==> src/rtl/ending_sequencer.sv <==
// End-of-game screen: fades the selected ending image in, holds it, waits for restart, then fades it out.
// Latency: 2 cycles from x_pos/y_pos to pixel_out (1 cycle to rom_addr); FSM reacts on the edge after its inputs.
// Backpressure: none; the pixel pipeline free-runs and the FSM only advances on frame_start or restart edges.
module ending_sequencer #(
    parameter int IMG_W       = 168,
    parameter int IMG_H       = 49,
    parameter int FADE_FRAMES = 2,
    parameter int HOLD_FRAMES = 120
) (
    input  logic        vga_clk,
    input  logic        reset,
    input  logic        game_over,
    input  logic        winner,
    input  logic        frame_start,
    input  logic        restart_btn,
    input  logic [8:0]  x_pos,
    input  logic [6:0]  y_pos,
    output logic [14:0] rom_addr,
    input  logic [23:0] rom_q,
    output logic        ending_active,
    output logic        ending_type,
    output logic [23:0] pixel_out,
    output logic        done
);

    localparam int CNT_MAX = (FADE_FRAMES > HOLD_FRAMES) ? FADE_FRAMES : HOLD_FRAMES;
    localparam int CNT_W   = $clog2(CNT_MAX + 1);
    localparam logic [9:0]  X_LIM     = 10'(2 * IMG_W);
    localparam logic [7:0]  Y_LIM     = 8'(2 * IMG_H);
    localparam logic [14:0] IMG1_BASE = 15'(IMG_W * IMG_H);

    typedef enum logic [2:0] {
        IDLE,
        FADE_IN,
        HOLD,
        WAIT_RESTART,
        FADE_OUT
    } state_t;

    state_t           state;
    logic [4:0]       level;
    logic [CNT_W-1:0] frame_cnt;
    logic             restart_q;
    logic             fade_step;
    logic             hold_last;
    logic             restart_edge;

    logic [14:0]      addr_next;
    logic             in_range;
    logic             in_range_q;
    logic [4:0]       level_q;

    assign fade_step     = frame_start && (frame_cnt == CNT_W'(FADE_FRAMES - 1));
    assign hold_last     = frame_start && (frame_cnt == CNT_W'(HOLD_FRAMES - 1));
    assign restart_edge  = restart_btn && !restart_q;
    assign ending_active = (state != IDLE);

    always_ff @(posedge vga_clk) begin
        if (reset) begin
            state       <= IDLE;
            level       <= 5'd0;
            frame_cnt   <= '0;
            restart_q   <= 1'b0;
            ending_type <= 1'b0;
            done        <= 1'b0;
        end else begin
            restart_q <= restart_btn;
            done      <= 1'b0;
            case (state)
                IDLE: begin
                    if (game_over) begin
                        ending_type <= winner;
                        level       <= 5'd0;
                        frame_cnt   <= '0;
                        state       <= FADE_IN;
                    end
                end
                FADE_IN: begin
                    if (fade_step) begin
                        frame_cnt <= '0;
                        level     <= level + 5'd1;
                        if (level == 5'd15) state <= HOLD;
                    end else if (frame_start) begin
                        frame_cnt <= frame_cnt + 1'b1;
                    end
                end
                HOLD: begin
                    if (hold_last) begin
                        frame_cnt <= '0;
                        state     <= WAIT_RESTART;
                    end else if (frame_start) begin
                        frame_cnt <= frame_cnt + 1'b1;
                    end
                end
                WAIT_RESTART: begin
                    // restart_q tracks the button in every state, so a press held since HOLD is not an edge
                    if (restart_edge) begin
                        frame_cnt <= '0;
                        state     <= FADE_OUT;
                    end
                end
                FADE_OUT: begin
                    if (fade_step) begin
                        frame_cnt <= '0;
                        level     <= level - 5'd1;
                        if (level == 5'd1) begin
                            state <= IDLE;
                            done  <= 1'b1;
                        end
                    end else if (frame_start) begin
                        frame_cnt <= frame_cnt + 1'b1;
                    end
                end
                default: state <= IDLE;
            endcase
        end
    end

    function automatic logic [7:0] scale(input logic [7:0] c, input logic [4:0] lv);
        logic [12:0] p;
        p = 13'(c) * 13'(lv);
        return 8'(p >> 4);
    endfunction

    // Memory holds pixels at half resolution; each stored pixel covers a 2x2 screen block.
    assign addr_next = 15'(y_pos[6:1]) * 15'(IMG_W) + 15'(x_pos[8:1])
                     + (ending_type ? IMG1_BASE : 15'd0);
    assign in_range  = ({1'b0, x_pos} < X_LIM) && ({1'b0, y_pos} < Y_LIM);

    always_ff @(posedge vga_clk) begin
        if (reset) begin
            rom_addr   <= 15'd0;
            in_range_q <= 1'b0;
            level_q    <= 5'd0;
            pixel_out  <= 24'd0;
        end else begin
            rom_addr   <= addr_next;
            in_range_q <= in_range;
            level_q    <= level;
            pixel_out  <= in_range_q ? {scale(rom_q[23:16], level_q),
                                        scale(rom_q[15:8],  level_q),
                                        scale(rom_q[7:0],   level_q)} : 24'd0;
        end
    end

endmodule

==> config.mk <==
export PLATFORM = sky130hd
export DESIGN_NAME = ending_sequencer
export DESIGN_NICKNAME = d
export VERILOG_FILES = /design/src/rtl/ending_sequencer.sv
export SDC_FILE = /design/constraint.sdc
export NUM_CORES = 1
export LEC_CHECK = 0
export CAP_MARGIN = 5
export CORE_UTILIZATION = 55
export CTS_CLUSTER_DIAMETER = 150
export CTS_CLUSTER_SIZE = 28
export DETAILED_ROUTE_END_ITERATION = 10
export PLACE_DENSITY = 0.85
export SYNTH_ARGS = -nofsm -noshare
export SYNTH_HDL_FRONTEND = slang
export SYNTH_SLANG_ARGS = --single-unit
==> constraint.sdc <==
create_clock -name vga_clk -period 4.8 [get_ports vga_clk]
set_input_delay 0.96 -clock vga_clk [delete_from_list [all_inputs] [get_ports vga_clk]]
set_output_delay 0.96 -clock vga_clk [all_outputs]
set_load 0.1 [all_outputs]
==> impl_metrics.toml, run 1 <==
[critical_path]
cp_max_fo = 4
crit_path_top_delay_cell = "fa_1"
crit_chain = "clkdlybuf4s50_1, and2_1, fa_1, fa_1, inv_1, fa_1, inv_1, ha_1, a21o_1, a21o_1, a221oi_2, buf_4, o21ai_0, xnor2_1, nor2_1"
critPathLaunchType = "primary input"
critPathMostFrequentCell = "fa_1"
reg2reg_depth = 14
end_kind = "flop"
cpPeakStageDelay_ps = 560
critical_path_class = "in -> reg"
required_ps = 4990
arrival_ps = 4880

[sta]
period_needed_ps = 4690
finalClockSkew_ps = 6.83
holdWs_ps = 497
period_share_pct = 97.7
slew_viol_final = 0
setup_viol = 0
max_freq_ghz = 0.213
worst_slack_ps = 108
finalHoldViolCount = 0
relSlewSlack_pct = 31.1
worst_slew_pin_slew_ps = 1030
fin_setup_tns_ps = 0

[clock_tree]
cts_max_path_buffers = 2
cts.reportedPaths.clkPinSlew_ps = 60
holdBufCountCts = 0
cts_max_level = 3
clockRootBuffer = "clkbuf_16"
cts_buffers = 9
clock-sinks = 63
cts_tree = "done"
worstSkewPairLatency_ps = 330

[place]
dp.cells = 971
gp_congestion = 0.874
place_hpwl_um = 10600
port-buffer-count = 85
pre_cts_slack_ps = -207

[detailed_routing]
first_iter_violations = 191
drt_wl_total_um = 13900
via_count = 5302
drt_first_pass_iters = 4
drc = 0
wl_per_cell_um = 14.1
ant_nets = 0
drt-vias-per-instance = 5.37

[grt]
grt.overflow.total = 0
grt_pass1_wl_um = 24300
first_global_vias = 5540
grt_max_degree = 36
grtUsageTotal_pct = 26.0
antenna_found_initial = 0

[synthesis]
syn_avg_cell_area_um2 = 8.68
synth_area_leaders = "dfxtp_1 (20%), ha_1 (18%), fa_1 (16%)"
synth.distinct_cells = 52
syn_inst = 720
ys.flop_type = "dfxtp_1"
yosysSeqAreaShare_pct = 20.2
yosysTopAreaCell = "dfxtp_1"
synth-async-reset-ratio_pct = 0
ys_ff_latch = 63
synth_fp_nets = 906
synth_edf_count = 0
synth_top_area_share_pct = 20.2
netlist_area_um2 = 6250
ys_warn_count = 0

[cells_and_area]
stdcell_count = 987
fillers = 798
layout_commonest_cell = "inv_1"
seq_area_um2 = 1260
syn_to_final_growth_pct = 26.5
drive_above_1_share_pct = 8.50
multi_input_area_um2 = 4580
num_antenna_cells = 0
final_cell_mix = "inv_1 (92), ha_1 (89), clkdlybuf4s50_1 (82)"
final_nets = 1028

[pwr]
power.internal_w = 0.00152
peakVddDrop_mv = 0.381
p_clk_share_pct = 29.9
switchingPower_w = 0.00104
power_w = 0.00256
swShare_pct = 40.7
p_per_area_nw_per_um2 = 324
seq_power_share_pct = 25.4
leakagePower_nw = 3.76
pwr-share-comb_pct = 44.7

[job]
cap_viol_max_count = 0

[die]
io_pins = 88
num_rows = 38
die-area_um2 = 11800
start_util_pct = 57.2
die_w_um = 109
die_h_um = 109
core_area_um2 = 10900

[status]
status = "finished clean"

[hold_path]
hp-class = "reg -> reg"
hold_path_depth = 2
[worst max-delay path, delay by kind of cell]
kind | cells | cell delay [ps]
adders and majority gates | 4 | 1890
AOI/OAI and AO/OA | 4 | 830
buffers and inverters | 4 | 750
and+or+nand+nor | 2 | 260
xor gates and xnor gates | 1 | 170
[final timing paths]
check             startpoint            to  slack (ps)
hold reg to reg     level[4]      level[4]         500
setup / recovery    rom_q[2]  pixel_out[7]         110
hold / removal      level[4]      level[4]         500
setup reg to reg  level_q[3]  pixel_out[7]         400
[kinds of logic (layout without fill, tap and decap cells)]
group                    count (synthesis)  in the layout  synth area share [%]
AO/OA/AOI/OAI                           95             95                  10.6
XOR/XNOR                                50             50                  7.01
adder cells (fa/ha/maj)                140            140                  34.1
buffers and inverters                  111            238                  6.73
flip-flops                              63             63                  20.2
multiplexers                             5              5                 0.821
AND/OR/NAND/NOR                        256            256                  20.6
[synth_stat cells (2+ instances only)]
cell type,n
fa_1,51
mux2i_1,4
o21a_1,7
inv_1,92
nand3_1,9
nand4_1,4
ha_1,89
a311oi_1,3
nor2_1,69
nor2b_1,9
or3_1,3
a31oi_1,3
clkbuf_1,16
o31ai_1,2
nand2_1,57
nor3_1,12
dfxtp_1,63
a21boi_0,3
o21ai_0,16
a221oi_1,6
and2_1,75
a21oi_1,21
xnor2_1,35
a211oi_1,5
o2111ai_1,2
o21bai_1,4
and3_1,3
o211ai_1,3
buf_2,3
nand2b_1,6
xor2_1,15
or4_1,2
a21o_1,9
[registers in the layout, indices dropped and copies added (netlist names)]
register     cells
level_q          5
in_range_q       1
level            5
ending_type      1
restart_q        1
done             1
pixel_out       24
state            3
rom_addr        15
frame_cnt        7
[power by group through the flow]
stage / sequential [W] / clock, W / combinational [W]
after CTS: 0.000649 / 0.000780 / 0.00115
after global placement: 0.000654 / 0 / 0.00110
final: 0.000650 / 0.000764 / 0.00114
after detailed placement: 0.000659 / 0 / 0.00114
after floorplan: 0.000876 / 0 / 0.000619
after global routing: 0.000660 / 0.000801 / 0.00124
[final cells by class]
cell class	instances	share of cell area, %
multi-input cells	546	58.0
flip-flops and latches	63	16.0
repair buffers	130	15.1
inverters	92	4.37
clock buffers	10	3.02
well taps	140	2.22
clock inverters	6	1.36
[layer usage]
metal | GRT usage [%] | wire length [um]
met5 | 0 | 0
met4 | 10.6 | 427
met3 | 5.20 | 625
met2 | 45.4 | 6940
met1 | 31.0 | 5890
[metrics by stage]
stage                     area (um2)  util (%)
final                           7910      72.3
after global routing            7910      72.3
after CTS                       7890      72.1
after detailed placement        7540      68.9
after global placement          7540      68.9
after floorplan                 6250         -
[what timing repair did]
action | 4_1_cts | 5_1_grt
setup endpoints to repair | 0 | 5
setup buffers | 0 | 0
gates resized for setup | 0 | 6
Note: power is estimated with default switching activity, not from simulation.
==> run 2, diff against run 1 <==
--- a/config.mk
+++ b/config.mk
@@ -10,7 +10,9 @@
 export CTS_CLUSTER_DIAMETER = 150
 export CTS_CLUSTER_SIZE = 28
 export DETAILED_ROUTE_END_ITERATION = 10
-export PLACE_DENSITY = 0.85
+export GPL_ROUTABILITY_DRIVEN = 0
+export PLACE_DENSITY = 0.79
+export SLEW_MARGIN = 5
 export SYNTH_ARGS = -nofsm -noshare
 export SYNTH_HDL_FRONTEND = slang
 export SYNTH_SLANG_ARGS = --single-unit
==> run 2 against run 1 <==
  * Maximum frequency increased by 1.9%
  * First-iteration DRC count increased by 20%
  * Clock power decreased by 9.2%
  * Via count decreased by 2.1%
  * Clock-buffer cell count decreased by 1
  * Register-to-register slack improved by 30 ps
  * Critical path depth increased by 1
  * Die area unchanged
  * Clock skew increased by 5.6 ps
  * Sequential share of layout area increased by 0.16 points
==> impl_metrics.toml, run 2 (synthesis gave the netlist of run 1 again) <==
[critical_path]
r2r_slack_ps = 430
required_ps = 5020
crit_end = "pixel_out[14]"
arrival_ps = 4830
worst_r2r_endpoint = "pixel_out[14]"
crit_chain = "clkdlybuf4s50_1, and2_1, fa_1, fa_1, inv_1, fa_1, inv_1, ha_1, a21o_1, a21o_1, a221oi_1, buf_4, buf_4, o21bai_1, xnor2_1, nor2_1"
end_kind = "flop"
cp_max_fo = 4
cpPeakStageDelay_ps = 550
critPathLaunch = "rom_q[11]"
rr_startpoint = "level_q[4]"
critPathMostFrequentCell = "fa_1"
critPathLaunchType = "primary input"
critical_path_class = "in -> reg"
crit_path_top_delay_cell = "fa_1"
reg2reg_depth = 15

[pwr]
p_per_area_nw_per_um2 = 317
peakVddDrop_mv = 0.416
leakagePower_nw = 3.70

[detailed_routing]
drc = 0
first_iter_violations = 229
drt_first_pass_iters = 4
drt_wl_total_um = 13500
via_count = 5193
wl_per_cell_um = 13.8
ant_nets = 0
drt-vias-per-instance = 5.27

[sta]
period_needed_ps = 4610
slew_viol_final = 0
setup_viol = 0
finalHoldViolCount = 0
max_freq_ghz = 0.217
rsz0062_at_grt = "false"
finalClockSkew_ps = 12.4
relSlewSlack_pct = 33.6
holdWs_ps = 501
period_share_pct = 96.0
worst_slew_pin_slew_ps = 993

[cells_and_area]
regMostFlops = "pixel_out"
fillers = 817
num_antenna_cells = 0
final_cell_mix = "inv_1 (92), ha_1 (89), clkdlybuf4s50_1 (85)"
layout_commonest_cell = "inv_1"
top_regs = "pixel_out x24, rom_addr x15, frame_cnt x7"
syn_to_final_growth_pct = 25.2
largest_reg_flops = 24
drive_above_1_share_pct = 8.05
stdcell_count = 985
final_nets = 1026

[die]
die-area_um2 = 11800
num_rows = 38
core_area_um2 = 10900
start_util_pct = 57.2
die_h_um = 109
die_w_um = 109
io_pins = 88

[clock_tree]
cts_max_path_buffers = 2
cts_buffers = 9
cts.reportedPaths.clkPinSlew_ps = 60
cts.repair.resized = 0
cts_max_level = 3
clockRootBuffer = "clkbuf_16"
holdBufCountCts = 0
clock-sinks = 63
cts_tree = "done"
worstSkewPairLatency_ps = 340
cts_setup_buffers = 0

[status]
status = "finished clean"

[grt]
grt.overflow.total = 0
grtUsageTotal_pct = 25.1
grt_pass1_wl_um = 23200
antenna_found_initial = 0
first_global_vias = 5331
grt_max_degree = 35

[hold_path]
hp-class = "reg -> reg"
hp-start = "level[4]"

[place]
dp.cells = 969
port-buffer-count = 85
place_hpwl_um = 10400

[job]
cap_viol_max_count = 0
[run 2: cell count changes in the layout (fill, tap and decap cells not counted), moves of 2 or more]
cell             change
dlymetal6s2s_1       -3
inv_6                +3
a221oi_1             +2
buf_4                -2
a221oi_2             -2
clkdlybuf4s50_1      +3
bufinv_16            -2
[run 2: worst max-delay path: cells and delay by family]
| family | cells | cell delay, ps |
|---|---|---|
| simple gates | 2 | 260 |
| buf+inv | 5 | 850 |
| xor+xnor | 1 | 130 |
| fa+ha+maj | 4 | 1870 |
| compound gates | 4 | 760 |
[run 2: stage by stage]
stage / cell area [um2] / setup WS, ps / util (%) / power [W] / setup TNS (ps)
global placement: 7520 / -138 / 68.8 / 0.00175 / -723
global route: 7830 / 9.65 / 71.6 / 0.00262 / 0
CTS: 7830 / 166 / 71.6 / 0.00250 / 0
detailed placement: 7520 / -180 / 68.8 / 0.00179 / -1180
finish: 7830 / 194 / 71.6 / 0.00248 / 0
floorplan: 6250 / 495 / - / 0.00150 / 0
[run 2: how the worst min path moves through the flow]
stage | endpoint | slack (ps) | depth (start not counted)
finish | level[4] | 500 | 2
global placement | level[4] | 480 | 2
CTS | level[4] | 500 | 2
global route | level[4] | 540 | 2
floorplan | level[4] | 470 | 2
detailed placement | level[4] | 490 | 2
[run 2: cell type report]
| class | instances | area [um2] | share of cell area [%] |
|---|---|---|---|
| Clock buffer | 9 | 225 | 2.88 |
| Clock inverter | 7 | 77.6 | 0.991 |
| Inverter | 92 | 345 | 4.41 |
| Multi-Input combinational cell | 546 | 4570 | 58.4 |
| Sequential cell | 63 | 1260 | 16.1 |
| Tap cell | 140 | 175 | 2.24 |
| Timing Repair Buffer | 128 | 1170 | 15.0 |
[run 2: metal layers]
layer	global-route usage [%]	up-vias	wire length (um)
li1	-	2595	-
met2	44.8	120	6820
met3	4.30	22	619
met1	29.9	2456	5820
met4	9.75	0	287
met5	0	-	0
[run 2: where the power goes]
group	leakage, nW	internal, W	switching (W)
logic	3.04	0.000413	0.000725
registers	0.513	0.000582	0.0000696
clock network	0.147	0.000408	0.000286
